<file path="config.mk">
export PLATFORM = sky130hd
export DESIGN_NAME = bram_block_streamer_flat
export DESIGN_NICKNAME = d
export VERILOG_FILES = /design/src/rtl/bram_block_streamer_pkg.sv /design/src/rtl/bram_block_streamer_if.sv /design/src/rtl/bram_block_streamer_fifo.sv /design/src/rtl/bram_block_streamer.sv /design/src/flat_wrapper.sv
export SDC_FILE = /design/constraint.sdc
export NUM_CORES = 1
export LEC_CHECK = 0
export CAP_MARGIN = 5
export CORE_ASPECT_RATIO = 1.5
export CORE_MARGIN = 3
export CORE_UTILIZATION = 47
export DETAILED_ROUTE_END_ITERATION = 8
export PLACE_DENSITY = 0.69
export SKIP_CTS_REPAIR_TIMING = 1
export SYNTH_ARGS = -nofsm -noshare
export SYNTH_HDL_FRONTEND = slang
export SYNTH_SLANG_ARGS = --single-unit
</file>
<file path="constraint.sdc">
create_clock -name clk_in -period 6.6 [get_ports clk_in]
set_clock_uncertainty 0.2 [all_clocks]
set_input_delay 1.98 -clock clk_in [delete_from_list [all_inputs] [get_ports clk_in]]
set_output_delay 1.98 -clock clk_in [all_outputs]
set_load 0.03 [all_outputs]
</file>
<file path="src/rtl/bram_block_streamer_pkg.sv">
// bram_stream_pkg: shared block type, FSM states and default sizes for the BRAM block streamer
package bram_stream_pkg;
    localparam int DEF_REGISTER_SIZE = 32;
    localparam int DEF_NUM_BLOCKS    = 128;
    localparam int DEF_READ_LATENCY  = 2;
    localparam int DEF_FIFO_DEPTH    = 4;
    localparam int BLOCK_CNT_W       = $clog2(DEF_NUM_BLOCKS + 1);

    typedef logic [DEF_REGISTER_SIZE-1:0] block_t;
    typedef enum logic [1:0] {IDLE, STREAM, DONE} streamer_state_t;
endpackage

</file>
<file path="src/rtl/bram_block_streamer_if.sv">
// bram_block_streamer_if: store read port plus the outgoing valid/ready block stream
interface bram_block_streamer_if #(parameter int REGISTER_SIZE = 32);
    logic                     read_next_block_out;
    logic [REGISTER_SIZE-1:0] read_block_in;
    logic                     read_block_valid_in;
    logic [REGISTER_SIZE-1:0] data_out;
    logic                     data_valid_out;
    logic                     data_ready_in;
    logic                     data_last_out;

    modport master (
        output read_next_block_out, data_out, data_valid_out, data_last_out,
        input  read_block_in, read_block_valid_in, data_ready_in
    );
    modport slave (
        input  read_next_block_out, data_out, data_valid_out, data_last_out,
        output read_block_in, read_block_valid_in, data_ready_in
    );
endinterface

</file>
<file path="src/rtl/bram_block_streamer_fifo.sv">
// block_skid_fifo: small synchronous FIFO with occupancy count; head reads as 0 when empty
module block_skid_fifo #(
    parameter int WIDTH = 32,
    parameter int DEPTH = 4
) (
    input  logic                       clk_in,
    input  logic                       rst_in,
    input  logic                       push_in,
    input  logic                       pop_in,
    input  logic [WIDTH-1:0]           data_in,
    output logic [WIDTH-1:0]           data_out,
    output logic [$clog2(DEPTH+1)-1:0] count_out
);
    localparam int PW = DEPTH > 1 ? $clog2(DEPTH) : 1;
    localparam int CW = $clog2(DEPTH + 1);

    logic [WIDTH-1:0] mem_q [DEPTH];
    logic [PW-1:0]    wr_q, wr_d, rd_q, rd_d;
    logic [CW-1:0]    count_q, count_d;
    logic             do_push, do_pop;

    // pointer and count update; a push into a full FIFO is only taken when the head leaves the same cycle
    always_comb begin
        do_pop  = pop_in && count_q != '0;
        do_push = push_in && (count_q != CW'(DEPTH) || do_pop);
        wr_d    = do_push ? (wr_q == PW'(DEPTH - 1) ? '0 : wr_q + PW'(1)) : wr_q;
        rd_d    = do_pop ? (rd_q == PW'(DEPTH - 1) ? '0 : rd_q + PW'(1)) : rd_q;
        count_d = count_q + CW'(do_push) - CW'(do_pop);
    end

    // storage array, no reset needed since the head is masked while empty
    always_ff @(posedge clk_in) begin
        if (do_push) mem_q[wr_q] <= data_in;
    end

    // pointer and occupancy registers
    always_ff @(posedge clk_in or negedge rst_in) begin
        if (!rst_in) begin
            wr_q    <= '0;
            rd_q    <= '0;
            count_q <= '0;
        end else begin
            wr_q    <= wr_d;
            rd_q    <= rd_d;
            count_q <= count_d;
        end
    end

    assign data_out  = count_q != '0 ? mem_q[rd_q] : '0;
    assign count_out = count_q;
endmodule

</file>
<file path="src/rtl/bram_block_streamer.sv">
// bram_block_streamer: issues NUM_BLOCKS store reads per start and streams the blocks LSB-first.
// Optional sticky protocol error output is enabled with BRAM_STREAMER_ERR_EN.
module bram_block_streamer
    import bram_stream_pkg::*;
#(
    parameter int REGISTER_SIZE = DEF_REGISTER_SIZE,
    parameter int NUM_BLOCKS    = DEF_NUM_BLOCKS,
    parameter int READ_LATENCY  = DEF_READ_LATENCY,
    parameter int FIFO_DEPTH    = DEF_FIFO_DEPTH
) (
    input  logic                  clk_in,
    input  logic                  rst_in,
    input  logic                  start_in,
    output logic                  busy_out,
    output logic                  done_out,
`ifdef BRAM_STREAMER_ERR_EN
    output logic                  error_out,
`endif
    bram_block_streamer_if.master bus
);
    localparam int CW = $clog2(NUM_BLOCKS + 1);
    localparam int OW = $clog2(FIFO_DEPTH + 1);

    if (FIFO_DEPTH < READ_LATENCY + 2) begin : g_depth_check
        $error("FIFO_DEPTH too small to sustain one block per cycle");
    end

    streamer_state_t state_q, state_d;
    logic [CW-1:0]   issued_q, issued_d, accepted_q, accepted_d;
    logic [OW-1:0]   inflight_q, inflight_d, occupancy;
    logic            issue, pop, valid, full;

    assign valid = occupancy != '0;
    assign full  = occupancy == OW'(FIFO_DEPTH);
    assign pop   = valid && bus.data_ready_in;
    // credits: every block already read or in flight owns a FIFO slot, so pushes never overflow
    assign issue = state_q == STREAM && int'(issued_q) < NUM_BLOCKS
                   && int'(occupancy) + int'(inflight_q) < FIFO_DEPTH;

    assign bus.read_next_block_out = issue;
    assign bus.data_valid_out      = valid;
    assign bus.data_last_out       = valid && accepted_q == CW'(NUM_BLOCKS - 1);
    assign busy_out                = state_q != IDLE;
    assign done_out                = state_q == DONE;

    block_skid_fifo #(.WIDTH(REGISTER_SIZE), .DEPTH(FIFO_DEPTH)) u_fifo (
        .clk_in   (clk_in),
        .rst_in   (rst_in),
        .push_in  (bus.read_block_valid_in),
        .pop_in   (pop),
        .data_in  (bus.read_block_in),
        .data_out (bus.data_out),
        .count_out(occupancy)
    );

    // next state and counters; DONE is entered on the final handshake so done lands the next cycle
    always_comb begin
        state_d    = state_q;
        issued_d   = issued_q + CW'(issue);
        accepted_d = accepted_q + CW'(pop);
        inflight_d = inflight_q + OW'(issue)
                     - OW'(bus.read_block_valid_in && inflight_q != '0);
        case (state_q)
            IDLE: if (start_in) begin
                state_d    = STREAM;
                issued_d   = '0;
                accepted_d = '0;
            end
            STREAM: if (pop && accepted_q == CW'(NUM_BLOCKS - 1)) state_d = DONE;
            default: state_d = IDLE;
        endcase
    end

    // state and counter registers
    always_ff @(posedge clk_in or negedge rst_in) begin
        if (!rst_in) begin
            state_q    <= IDLE;
            issued_q   <= '0;
            accepted_q <= '0;
            inflight_q <= '0;
        end else begin
            state_q    <= state_d;
            issued_q   <= issued_d;
            accepted_q <= accepted_d;
            inflight_q <= inflight_d;
        end
    end

`ifdef BRAM_STREAMER_ERR_EN
    logic error_q, error_d;

    // sticky error: unexpected store data, start while busy, or push into a full FIFO
    always_comb begin
        error_d = error_q
                  || (bus.read_block_valid_in && inflight_q == '0)
                  || (start_in && busy_out)
                  || (bus.read_block_valid_in && full && !pop);
    end

    // error flag register, cleared only by reset
    always_ff @(posedge clk_in or negedge rst_in) begin
        if (!rst_in) error_q <= 1'b0;
        else         error_q <= error_d;
    end

    assign error_out = error_q;
`endif
endmodule

</file>
<file path="src/flat_wrapper.sv">
// flat-port wrapper written by rule: the top's interface ports become plain ports
module bram_block_streamer_flat import bram_stream_pkg::*;
#(
    parameter int REGISTER_SIZE = DEF_REGISTER_SIZE,
    parameter int NUM_BLOCKS    = DEF_NUM_BLOCKS,
    parameter int READ_LATENCY  = DEF_READ_LATENCY,
    parameter int FIFO_DEPTH    = DEF_FIFO_DEPTH
)
  (clk_in, rst_in, start_in, busy_out, done_out, bus_read_next_block_out, bus_data_out, bus_data_valid_out, bus_data_last_out, bus_read_block_in, bus_read_block_valid_in, bus_data_ready_in);
  bram_block_streamer_if #(.REGISTER_SIZE(REGISTER_SIZE)) bus_i ();
  input  logic clk_in;
  input  logic rst_in;
  input  logic start_in;
  output logic busy_out;
  output logic done_out;
  output wire logic [$bits(bus_i.read_next_block_out)-1:0] bus_read_next_block_out;
  output wire logic [$bits(bus_i.data_out)-1:0] bus_data_out;
  output wire logic [$bits(bus_i.data_valid_out)-1:0] bus_data_valid_out;
  output wire logic [$bits(bus_i.data_last_out)-1:0] bus_data_last_out;
  input wire logic [$bits(bus_i.read_block_in)-1:0] bus_read_block_in;
  input wire logic [$bits(bus_i.read_block_valid_in)-1:0] bus_read_block_valid_in;
  input wire logic [$bits(bus_i.data_ready_in)-1:0] bus_data_ready_in;
  assign bus_read_next_block_out = bus_i.read_next_block_out;
  assign bus_data_out = bus_i.data_out;
  assign bus_data_valid_out = bus_i.data_valid_out;
  assign bus_data_last_out = bus_i.data_last_out;
  assign bus_i.read_block_in = bus_read_block_in;
  assign bus_i.read_block_valid_in = bus_read_block_valid_in;
  assign bus_i.data_ready_in = bus_data_ready_in;
  bram_block_streamer #(.REGISTER_SIZE(REGISTER_SIZE), .NUM_BLOCKS(NUM_BLOCKS), .READ_LATENCY(READ_LATENCY), .FIFO_DEPTH(FIFO_DEPTH)) u_core (.clk_in(clk_in), .rst_in(rst_in), .start_in(start_in), .busy_out(busy_out), .done_out(done_out), .bus(bus_i));
endmodule
</file>
==> run_results.csv <==
group,metric,value,unit
status,status,"finished clean",
place,placed_area,7203,µm²
finish,final_core_util,59.30,%
synth,yosysTopAreaCell,"edfxtp_1",
global_route,grt_pass1_wl,18600,µm
worst_setup_path,start_kind,"flop",
timing,finalSetupTns,0,ps
clock_network,cts_tree,"yes",
timing,rsz0062_at_grt,"false",
timing,period_minus_slack,5201,ps
finish,finalNetCount,476,
clock_network,clk_latency,410,ps
synth,synth_top_area_share,60.94,%
place,gp_congestion,0.7330,
worst_setup_path,crit_fanout,33,
synth,ys_seq_elements,156,
timing,hold_violations,0,
worst_setup_path,path_delay_family,"flip-flops",
power_and_ir_drop,ir_drop,0.0002222,V
routing,dr_total_vias,3173,
global_route,grt_pass1_vias,3554,
global_route,antenna_found_initial,0,
place,portBuffers,73,
finish,area_growth,22.99,%
synth,synth_flop_cell,"edfxtp_1",
timing,setup_viol,0,
synth,synthCells,340,
floorplanning,pin_count,74,
worst_setup_path,crit_required,4420,ps
synth,avgSynthCellArea,18.55,µm²
timing,maxSlewHeadroom,29.35,%
synth,synth.distinct_cells,36,
clock_network,cts_root_buf,"clkbuf_16",
synth,synth_seq_area_share,72.05,%
synth,synth_nets,393,
global_route,grt_use_total,16.68,%
global_route,grt_max_degree,35,
synth,yosys_warnings,0,
flow_run,max_cap_violations,0,
clock_network,clk_pin_slew,60,ps
power_and_ir_drop,p_per_area,492.0,nW/µm²
clock_network,numClockSinks,156,
floorplanning,core_area,13080,µm²
place,hpwlAfterDp,6776,µm
worst_setup_path,cpPeakStageDelay,1070,ps
finish,fin_area,7757,µm²
floorplanning,die-height,147.9,µm
clock_network,cts_buffers,17,
timing,worst_pin_slew,1060,ps
routing,final_antenna_net_count,0,
finish,mostFrequentLayoutCells,"edfxtp_1 (128), clkdlybuf4s50_1 (73), mux4_2 (32)",
routing,wl_per_cell,18.89,µm
power_and_ir_drop,leakage,0.002707,µW
timing,fmax,0.1923,GHz
worst_setup_path,crit_buf_inv,2,
routing,post_drt_via_cell_ratio,5.342,
clock_network,htreeDepth,4,
floorplanning,initial_utilization,48.22,%
finish,drive_gt1_share,18.16,%
timing,drv_slew,0,
synth,synth_edf_count,128,
synth,async_flop_share,17.95,%
finish,diodes,0,
floorplanning,rows,51,
worst_setup_path,crit_slowest_cell,"dfrtp_2",
synth,synth_area_leaders,"edfxtp_1 (61%), mux4_2 (11%), dfrtp_1 (11%)",
finish,final_common_cell,"edfxtp_1",
worst_setup_path,end_kind,"output port",
clock_network,cts_buffer_depth,2,
worst_setup_path,arrival,3020,ps
routing,wirelength,11220,µm
worst_setup_path,path_cells,"buf_4 > mux4_2 > nor2b_1 > clkdlybuf4s50_1",
global_route,overflow,0,
routing,drtIter0Drc,150,
routing,dr.pass1.iters,6,
worst_setup_path,worstSetupPathType,"flop to output port",
timing,fin_crit_sh,78.81,%
synth,syn_area,6307,µm²
floorplanning,fp.dieArea,14870,µm²
hold_path,hold_path_class,"flop to flop",
floorplanning,die_w,100.6,µm
routing,drc,0,
## kinds of logic after synthesis
kind of cell	after synthesis	share of synthesized area (%)
compound gates	18	1.885
flops	156	72.05
mux	35	11.96
simple gates	82	7.558
fa+ha+maj	16	3.412
xor+xnor	10	1.389
buf+inv	23	1.746
## registers in the layout, indices dropped and copies added (netlist names)
signal	count
u_core.issued_q	8
u_core.state_q	2
u_core.u_fifo.rd_q	2
u_core.u_fifo.count_out	3
u_core.u_fifo.mem_q	128
u_core.u_fifo.wr_q	2
u_core.inflight_q	3
u_core.accepted_q	8
## path summary, 6_finish.rpt
kind	to	cells after the start	slack, ps	startpoint
min in group asynchronous	u_core.issued_q[1]$_DFF_PN0_	2	1750	rst_in
setup reg to reg	u_core.inflight_q[2]$_DFF_PN0_	10	3980	u_core.u_fifo.count_out[1]$_DFF_PN0_
max in group asynchronous	u_core.u_fifo.rd_q[1]$_DFFE_PN0P_	2	4160	rst_in
hold / removal	u_core.state_q[0]$_DFFE_PN0P_	1	260	u_core.state_q[1]$_DFFE_PN0P_
setup / recovery	bus_data_out[12]	4	1400	u_core.u_fifo.rd_q[0]$_DFFE_PN0P_
hold reg to reg	u_core.state_q[0]$_DFFE_PN0P_	1	260	u_core.state_q[1]$_DFFE_PN0P_
## area by class of cell
class / count / area, µm²
clock buffer: 17 / 425.4
clock inverter: 14 / 128.9
fill: 984 / 5324
inverter: 11 / 41.29
multi-input combinational: 161 / 1663
sequential: 156 / 4547
tap: 159 / 198.9
timing repair buffer: 76 / 753.2
## Yosys cell counts, types with 2 or more instances
cell type  number
nand2_1         4
dfrtp_1        28
or2_2           3
or3_1           6
nand4_1         2
o21ai_0         6
edfxtp_1      128
fa_1            2
and2_1          8
ha_1           14
a21oi_1         6
nor2_1         12
clkbuf_1        4
buf_2           4
inv_1          10
buf_4           3
xnor2_1         6
and2b_1         9
nand3_1         7
mux2_1          2
nor3_1          3
mux4_2         32
nor2b_1        25
xor2_1          4
## metal layers
metal | global-route usage (%) | share of wire, %
met1 | 20.56 | 40
met4 | 5.866 | 1.5
met3 | 3.636 | 3.5
met2 | 28.76 | 55
met5 | 0 | 0
## metrics by stage
step / std cells / worst slack (ps) / total power, µW / hold slack, ps
floorplan: 340 / 2832 / 2428 / 231.8
global placement: 563 / 1717 / 2927 / 242.9
detailed placement: 563 / 1709 / 2963 / 254.7
CTS: 594 / 1267 / 3873 / 263.3
global route: 594 / 1137 / 4039 / 280.1
finish: 594 / 1399 / 3817 / 263.0
## where the power goes
group / leakage, µW / switching (µW) / internal [µW] / total [µW]
clock: 0.000270 / 411 / 495 / 906
sequential: 0.00151 / 202 / 1320 / 1520
combinational: 0.000926 / 719 / 675 / 1390
Power figures use the tool's default switching activity.
